**src/rtl/cic_sample_fifo_if.sv**
```systemverilog
// rtl/cic_sample_fifo_if.sv - handshake and status bundle for the CIC sample FIFO
//
// Producer side : in_data[31:0] {tag, sample[23:0]}, in_valid strobe
// Consumer side : out_data[31:0] head word, out_valid, out_ready
// Status/control: count[DEPTH_LOG2:0], half_full, ovf (sticky), clr_ovf
// master = the block feeding/draining the FIFO, slave = the FIFO itself.
interface cic_sample_fifo_if #(
    parameter int DEPTH_LOG2 = 4
);
    logic [31:0]         in_data;
    logic                in_valid;
    logic [31:0]         out_data;
    logic                out_valid;
    logic                out_ready;
    logic [DEPTH_LOG2:0] count;
    logic                half_full;
    logic                ovf;
    logic                clr_ovf;

    modport master (
        output in_data, in_valid, out_ready, clr_ovf,
        input  out_data, out_valid, count, half_full, ovf
    );

    modport slave (
        input  in_data, in_valid, out_ready, clr_ovf,
        output out_data, out_valid, count, half_full, ovf
    );
endinterface

```
**src/rtl/cic_sample_fifo.sv**
```systemverilog
// rtl/cic_sample_fifo.sv - first-word-fall-through FIFO for tagged CIC output samples
//
// Ports:
//   clk  - single clock
//   rst  - asynchronous active-low reset; release is synchronized to clk by two flops
//   bus  - cic_sample_fifo_if.slave (in_data/in_valid, out_data/out_valid/out_ready,
//          count, half_full, ovf, clr_ovf)
// Parameter DEPTH_LOG2 (2..8): depth = 2**DEPTH_LOG2.
// Macro CIC_FIFO_SEQ_EN: when defined the stored tag byte is an internal 8-bit
// sequence number; otherwise in_data[31:24] is stored as the tag.
module cic_sample_fifo #(
    parameter int DEPTH_LOG2 = 4
) (
    input  logic             clk,
    input  logic             rst,
    cic_sample_fifo_if.slave bus
);
    localparam int                  DEPTH    = 1 << DEPTH_LOG2;
    localparam logic [DEPTH_LOG2:0] FULL_LVL = (DEPTH_LOG2 + 1)'(DEPTH);
    localparam logic [DEPTH_LOG2:0] HALF_LVL = (DEPTH_LOG2 + 1)'(DEPTH / 2);
    localparam logic [DEPTH_LOG2:0] CNT_ONE  = (DEPTH_LOG2 + 1)'(1);
    localparam logic [DEPTH_LOG2-1:0] PTR_ONE = DEPTH_LOG2'(1);

    // Reset release synchronizer: assertion clears it at once, release ripples
    // through two flops so the FIFO only starts acting two edges after rst rises.
    // The edge on which rst is released therefore never sees a push.
    logic [1:0] rel_q;
    logic       run;

    always_ff @(posedge clk or negedge rst) begin
        if (!rst) begin
            rel_q <= 2'b00;
        end else begin
            rel_q <= {rel_q[0], 1'b1};
        end
    end

    assign run = rel_q[1];

    logic [DEPTH_LOG2-1:0] wr_ptr_q, wr_ptr_d;
    logic [DEPTH_LOG2-1:0] rd_ptr_q, rd_ptr_d;
    logic [DEPTH_LOG2:0]   count_q, count_d;
    logic                  out_valid_q, out_valid_d;
    logic                  half_full_q, half_full_d;
    logic                  ovf_q, ovf_d;
    logic                  push, pop, drop;
    logic [7:0]            tag;

    // Storage is deliberately not reset; out_data is masked while empty instead.
    logic [31:0] mem [DEPTH];

    always_comb begin
        pop  = run && out_valid_q && bus.out_ready;
        // A full FIFO still accepts a word when the head leaves in the same cycle.
        push = run && bus.in_valid && ((count_q != FULL_LVL) || pop);
        drop = run && bus.in_valid && !push;

        count_d = count_q;
        if (push && !pop) begin
            count_d = count_q + CNT_ONE;
        end else if (pop && !push) begin
            count_d = count_q - CNT_ONE;
        end

        // Pointers are exactly DEPTH_LOG2 bits so they wrap DEPTH-1 -> 0 naturally.
        wr_ptr_d    = push ? (wr_ptr_q + PTR_ONE) : wr_ptr_q;
        rd_ptr_d    = pop  ? (rd_ptr_q + PTR_ONE) : rd_ptr_q;
        out_valid_d = (count_d != '0);
        half_full_d = (count_d >= HALF_LVL);

        // A drop in the same cycle as a clear wins so no overflow is ever lost.
        ovf_d = ovf_q;
        if (drop) begin
            ovf_d = 1'b1;
        end else if (run && bus.clr_ovf) begin
            ovf_d = 1'b0;
        end
    end

    always_ff @(posedge clk or negedge rst) begin
        if (!rst) begin
            wr_ptr_q    <= '0;
            rd_ptr_q    <= '0;
            count_q     <= '0;
            out_valid_q <= 1'b0;
            half_full_q <= 1'b0;
            ovf_q       <= 1'b0;
        end else begin
            wr_ptr_q    <= wr_ptr_d;
            rd_ptr_q    <= rd_ptr_d;
            count_q     <= count_d;
            out_valid_q <= out_valid_d;
            half_full_q <= half_full_d;
            ovf_q       <= ovf_d;
        end
    end

`ifdef CIC_FIFO_SEQ_EN
    // Sequence number advances on every strobe, stored or dropped, so a
    // dropped sample shows up downstream as a gap in the tags.
    logic [7:0] seq_q, seq_d;
    logic [7:0] unused_in_tag;

    assign seq_d         = (run && bus.in_valid) ? (seq_q + 8'd1) : seq_q;
    assign tag           = seq_q;
    assign unused_in_tag = bus.in_data[31:24];

    always_ff @(posedge clk or negedge rst) begin
        if (!rst) begin
            seq_q <= 8'd0;
        end else begin
            seq_q <= seq_d;
        end
    end
`else
    assign tag = bus.in_data[31:24];
`endif

    always_ff @(posedge clk) begin
        if (push) begin
            mem[wr_ptr_q] <= {tag, bus.in_data[23:0]};
        end
    end

    assign bus.out_data  = out_valid_q ? mem[rd_ptr_q] : 32'd0;
    assign bus.out_valid = out_valid_q;
    assign bus.count     = count_q;
    assign bus.half_full = half_full_q;
    assign bus.ovf       = ovf_q;
endmodule

```
**src/flat_wrapper.sv**
```systemverilog
// flat-port wrapper written by rule: the top's interface ports become plain ports
module cic_sample_fifo_flat 
#(
    parameter int DEPTH_LOG2 = 4
)
  (clk, rst, bus_in_data, bus_in_valid, bus_out_ready, bus_clr_ovf, bus_out_data, bus_out_valid, bus_count, bus_half_full, bus_ovf);
  cic_sample_fifo_if #(.DEPTH_LOG2(DEPTH_LOG2)) bus_i ();
  input  logic clk;
  input  logic rst;
  input wire logic [$bits(bus_i.in_data)-1:0] bus_in_data;
  input wire logic [$bits(bus_i.in_valid)-1:0] bus_in_valid;
  input wire logic [$bits(bus_i.out_ready)-1:0] bus_out_ready;
  input wire logic [$bits(bus_i.clr_ovf)-1:0] bus_clr_ovf;
  output wire logic [$bits(bus_i.out_data)-1:0] bus_out_data;
  output wire logic [$bits(bus_i.out_valid)-1:0] bus_out_valid;
  output wire logic [$bits(bus_i.count)-1:0] bus_count;
  output wire logic [$bits(bus_i.half_full)-1:0] bus_half_full;
  output wire logic [$bits(bus_i.ovf)-1:0] bus_ovf;
  assign bus_i.in_data = bus_in_data;
  assign bus_i.in_valid = bus_in_valid;
  assign bus_i.out_ready = bus_out_ready;
  assign bus_i.clr_ovf = bus_clr_ovf;
  assign bus_out_data = bus_i.out_data;
  assign bus_out_valid = bus_i.out_valid;
  assign bus_count = bus_i.count;
  assign bus_half_full = bus_i.half_full;
  assign bus_ovf = bus_i.ovf;
  cic_sample_fifo #(.DEPTH_LOG2(DEPTH_LOG2)) u_core (.clk(clk), .rst(rst), .bus(bus_i));
endmodule
```
**config.mk**
```make
export PLATFORM = sky130hd
export DESIGN_NAME = cic_sample_fifo_flat
export DESIGN_NICKNAME = d
export VERILOG_FILES = /design/src/rtl/cic_sample_fifo_if.sv /design/src/rtl/cic_sample_fifo.sv /design/src/flat_wrapper.sv
export SDC_FILE = /design/constraint.sdc
export NUM_CORES = 1
export LEC_CHECK = 0
export CORE_AREA = 2 2 229 231
export CTS_BUF_LIST = sky130_fd_sc_hd__clkbuf_4 sky130_fd_sc_hd__clkbuf_8
export CTS_CLUSTER_DIAMETER = 200
export DETAILED_ROUTE_END_ITERATION = 10
export DIE_AREA = 0 0 231 233
export GPL_TIMING_DRIVEN = 0
export SETUP_SLACK_MARGIN = 0.5
export SYNTH_ARGS = -nofsm -noshare
export SYNTH_HDL_FRONTEND = slang
export SYNTH_SLANG_ARGS = --single-unit
```
**constraint.sdc**
```tcl
create_clock -name clk -period 6.05 [get_ports clk]
set_input_delay 0.9075 -clock clk [delete_from_list [all_inputs] [get_ports clk]]
set_output_delay 0.9075 -clock clk [all_outputs]
set_load 0.02 [all_outputs]
```
==> results.tsv <==
stage	metric	value	unit
worst_setup_path	cp_max_fo	10	
detailed_routing	post_drt_wl_per_cell	24.8	um
clock_network	cts_tree	done	
cells_and_area	diodes	0	
detailed_routing	drc_errors	0	
sta	fin_crit	4.71	ns
logic_synthesis	syn-instance-count	888	
logic_synthesis	synth_cell_types	37	
sta	setup_violations	0	
clock_network	cts_setup_buffers	0	
floorplan	num_rows	83	
logic_synthesis	yosys-top-cells-area	edfxtp_1 (76%), mux4_2 (14%), mux2i_1 (3.2%), dfrtp_1 (2.2%), o22ai_1 (0.98%)	
power	intPower	0.00749	W
power	p_leak	7.73	nW
grt	grt_pass1_vias	10356	
clock_network	cts_resized	0	
clock_network	clock_path_buffers	3	
flow_run	drv_cap	0	
run_status	outcome	complete, no violations	
cells_and_area	drive_gt1_share	29.8	%
power	p_comb_share	33.3	%
detailed_routing	vias	9775	
worst_setup_path	cp-start-kind	flip-flop	
power	peakVddDrop	0.331	mV
logic_synthesis	seq_area_frac_synth	77.8	%
clock_network	clk_pin_slew	0.06	ns
clock_network	clockRootBuffer	clkbuf_8	
sta	max_freq	0.212	GHz
clock_network	cts_made_buffers	87	
clock_network	cts_sinks	530	
clock_network	htreeDepth	3	
logic_synthesis	yosysTopAreaCell	edfxtp_1	
detailed_routing	ant_nets	0	
place	portBuffers	76	
power	clockPowerShare	27.0	%
sta	hold_violations	0	
worst_setup_path	arrival	3.80	ns
logic_synthesis	synth_top_area_share	75.5	%
logic_synthesis	ys_warn_count	0	
min_path	min_path_type	flip-flop to flip-flop	
cells_and_area	area_growth	18.5	%
sta	fin_crit_sh	77.9	%
worst_setup_path	cp.required	5.14	ns
cells_and_area	num-nets-final	1133	
worst_setup_path	cp-end-kind	primary output	
floorplan	io_pins	77	
detailed_routing	drt_iter0_markers	822	
cells_and_area	fillers	4322	
sta	finalClockSkew	0.0215	ns
place	globalplace.congestion	0.757	
power	switching_share	31.5	%
power	seq_power_share	39.7	%
sta	maxSlewViolCount	0	
floorplan	die_x	231	um
floorplan	start_util	39.8	%
detailed_routing	dr.pass1.iters	5	
logic_synthesis	ys_ff_latch	530	
sta	finalWorstSetupSlack	1.34	ns
detailed_routing	routed_wl	45500	um
logic_synthesis	syn_area	20400	um2
floorplan	coreArea	51100	um2
place	pre_cts_ws	1.97	ns
clock_network	hold_buffers	0	
detailed_routing	viasPerCell	5.32	
place	dp_hpwl	28900	um
grt	grt_pass1_wl	67100	um
sta	relSlewSlack	29.6	%
grt	grt_usage	17.4	%
logic_synthesis	syn-num-nets	932	
power	power_density	454	nW/um2
floorplan	die_h	233	um
sta	rsz0062_at_grt	false	
grt	grt_max_degree	25	
clock_network	clock_latency	0.64	ns
grt	antenna_found_initial	1	
worst_setup_path	setup.worst_path.class	flip-flop to primary output	
sta	worst_slew_pin_slew	1.06	ns
power	switchingPower	0.00345	W
grt	overflow	0	
floorplan	dieArea	53800	um2
logic_synthesis	syn_area_per_cell	22.9	um2
sta	tns	0	ns
[registers in the layout, summed over array words and instances (netlist names)]
name and flops:
u_core.wr_ptr_q 4, u_core.mem 512, u_core.rel_q 2, u_core.bus.count 5
u_core.bus.ovf 1, u_core.bus.half_full 1, u_core.rd_ptr_q 4, u_core.bus.out_valid 1
[power by group through the flow]
stage	Clock (W)	Sequential [W]	Combinational, W
floorplan	0	0.00442	0.00225
CTS	0.00304	0.00434	0.00373
global route	0.00319	0.00436	0.00390
finish	0.00295	0.00434	0.00365
global placement	0	0.00443	0.00362
detailed placement	0	0.00442	0.00372
[worst paths after layout]
check	from	to	slack, ns	depth (start not counted)
min in group asynchronous	rst	u_core.rel_q[1]$_DFF_PN0_	0.80	1
worst max-delay path	u_core.rd_ptr_q[1]$_DFFE_PN0P_	bus_out_data[25]	1.34	6
worst min register to register	u_core.rel_q[0]$_DFF_PN0_	u_core.rel_q[1]$_DFF_PN0_	0.34	0
worst min-delay path	u_core.rel_q[0]$_DFF_PN0_	u_core.rel_q[1]$_DFF_PN0_	0.34	0
max in group asynchronous	rst	u_core.wr_ptr_q[2]$_DFFE_PN0P_	4.69	1
worst max register to register	u_core.bus.count[0]$_DFF_PN0_	u_core.mem[13][12]$_DFFE_PP_	2.75	7
[area by class of cell]
cell class                 instances  area, um2  area share (%)
buffer                            44        216           0.898
clock buffer                     124       1490            6.20
clock inverter                    32        156           0.649
inverter                           8       30.0           0.125
multi-input combinational        306       4340            18.0
sequential                       530      15800            65.6
tap                              680        851            3.53
timing repair buffer             112       1200            4.96
[worst max-delay path, cell delays in order, from the launching register on]
cell,delay [ns]
dfrtp_1,0.45
buf_2,0.41
clkbuf_1,0.75
mux4_2,0.35
mux2i_1,0.08
o22ai_1,0.42
clkdlybuf4s50_1,0.71
[cells by family (layout without fill, tap and decap cells)]
group                      after synthesis  count (layout)  share of synthesized area (%)
AOI/OAI and AO/OA                       41              41                           1.27
and+or+nand+nor                         54              54                           1.51
adders and majority gates                7               7                          0.430
buffers and inverters                   52             320                           1.21
other                                    1               1                         0.0184
xor gates and xnor gates                 9               9                          0.387
DFF                                    530             530                           77.8
muxes                                  194             194                           17.4
[metal layers]
layer | share of wire, % | GRT usage, % | up-vias
met5 | 0.029 | 0 | -
met4 | 2.4 | 6.23 | 2
met3 | 6.1 | 3.71 | 69
met2 | 47 | 27.2 | 346
met1 | 44 | 24.1 | 5175
li1 | - | - | 4183
[cells in the final DEF, fill, tap and decap left out, drive strengths merged]
cell and count:
a32oi 1, nand2b 3, o22ai 32, mux4 128
and2 8, nor2 6, nor3b 1, conb 1
o21a 1, o31ai 1, clkinvlp 5, and3 3
or3b 1, inv 9, nor4 4, clkbuf 140
clkdlybuf4s50 76, nand3 4, buf 64, o21ai 4
nand2 15, nand4 5, mux2 1, clkinv 26
nor4bb 1, edfxtp 512, dfrtp 18, or2 1
xor2 2, ha 7, a21oi 1, xnor2 7
or4 1, mux2i 65, o41ai 1, nand3b 1
[cells in the mapped netlist (all sizes together)]
| cell | count |
|---|---|
| a21oi | 1 |
| a32oi | 1 |
| and2 | 8 |
| and3 | 3 |
| buf | 28 |
| clkbuf | 16 |
| conb | 1 |
| dfrtp | 18 |
| edfxtp | 512 |
| ha | 7 |
| inv | 8 |
| mux2 | 1 |
| mux2i | 65 |
| mux4 | 128 |
| nand2 | 15 |
| nand2b | 3 |
| nand3 | 4 |
| nand3b | 1 |
| nand4 | 5 |
| nor2 | 6 |
| nor3b | 1 |
| nor4 | 4 |
| nor4bb | 1 |
| o21a | 1 |
| o21ai | 4 |
| o22ai | 32 |
| o31ai | 1 |
| o41ai | 1 |
| or2 | 1 |
| or3b | 1 |
| or4 | 1 |
| xnor2 | 7 |
| xor2 | 2 |
[stage by stage]
stage          hold slack, ns  instance area [um2]  utilization (%)  cells  power (W)
2_1_floorplan           0.331                20400                -    888    0.00667
3_3_place_gp            0.332                22000             43.0   1644    0.00805
3_5_place_dp            0.336                22500             44.0   1680    0.00814
4_1_cts                 0.350                24100             47.2   1836     0.0111
5_1_grt                 0.364                24100             47.2   1836     0.0114
6_report                0.344                24100             47.2   1836     0.0109
No activity file was read; power rests on OpenSTA's default activity.
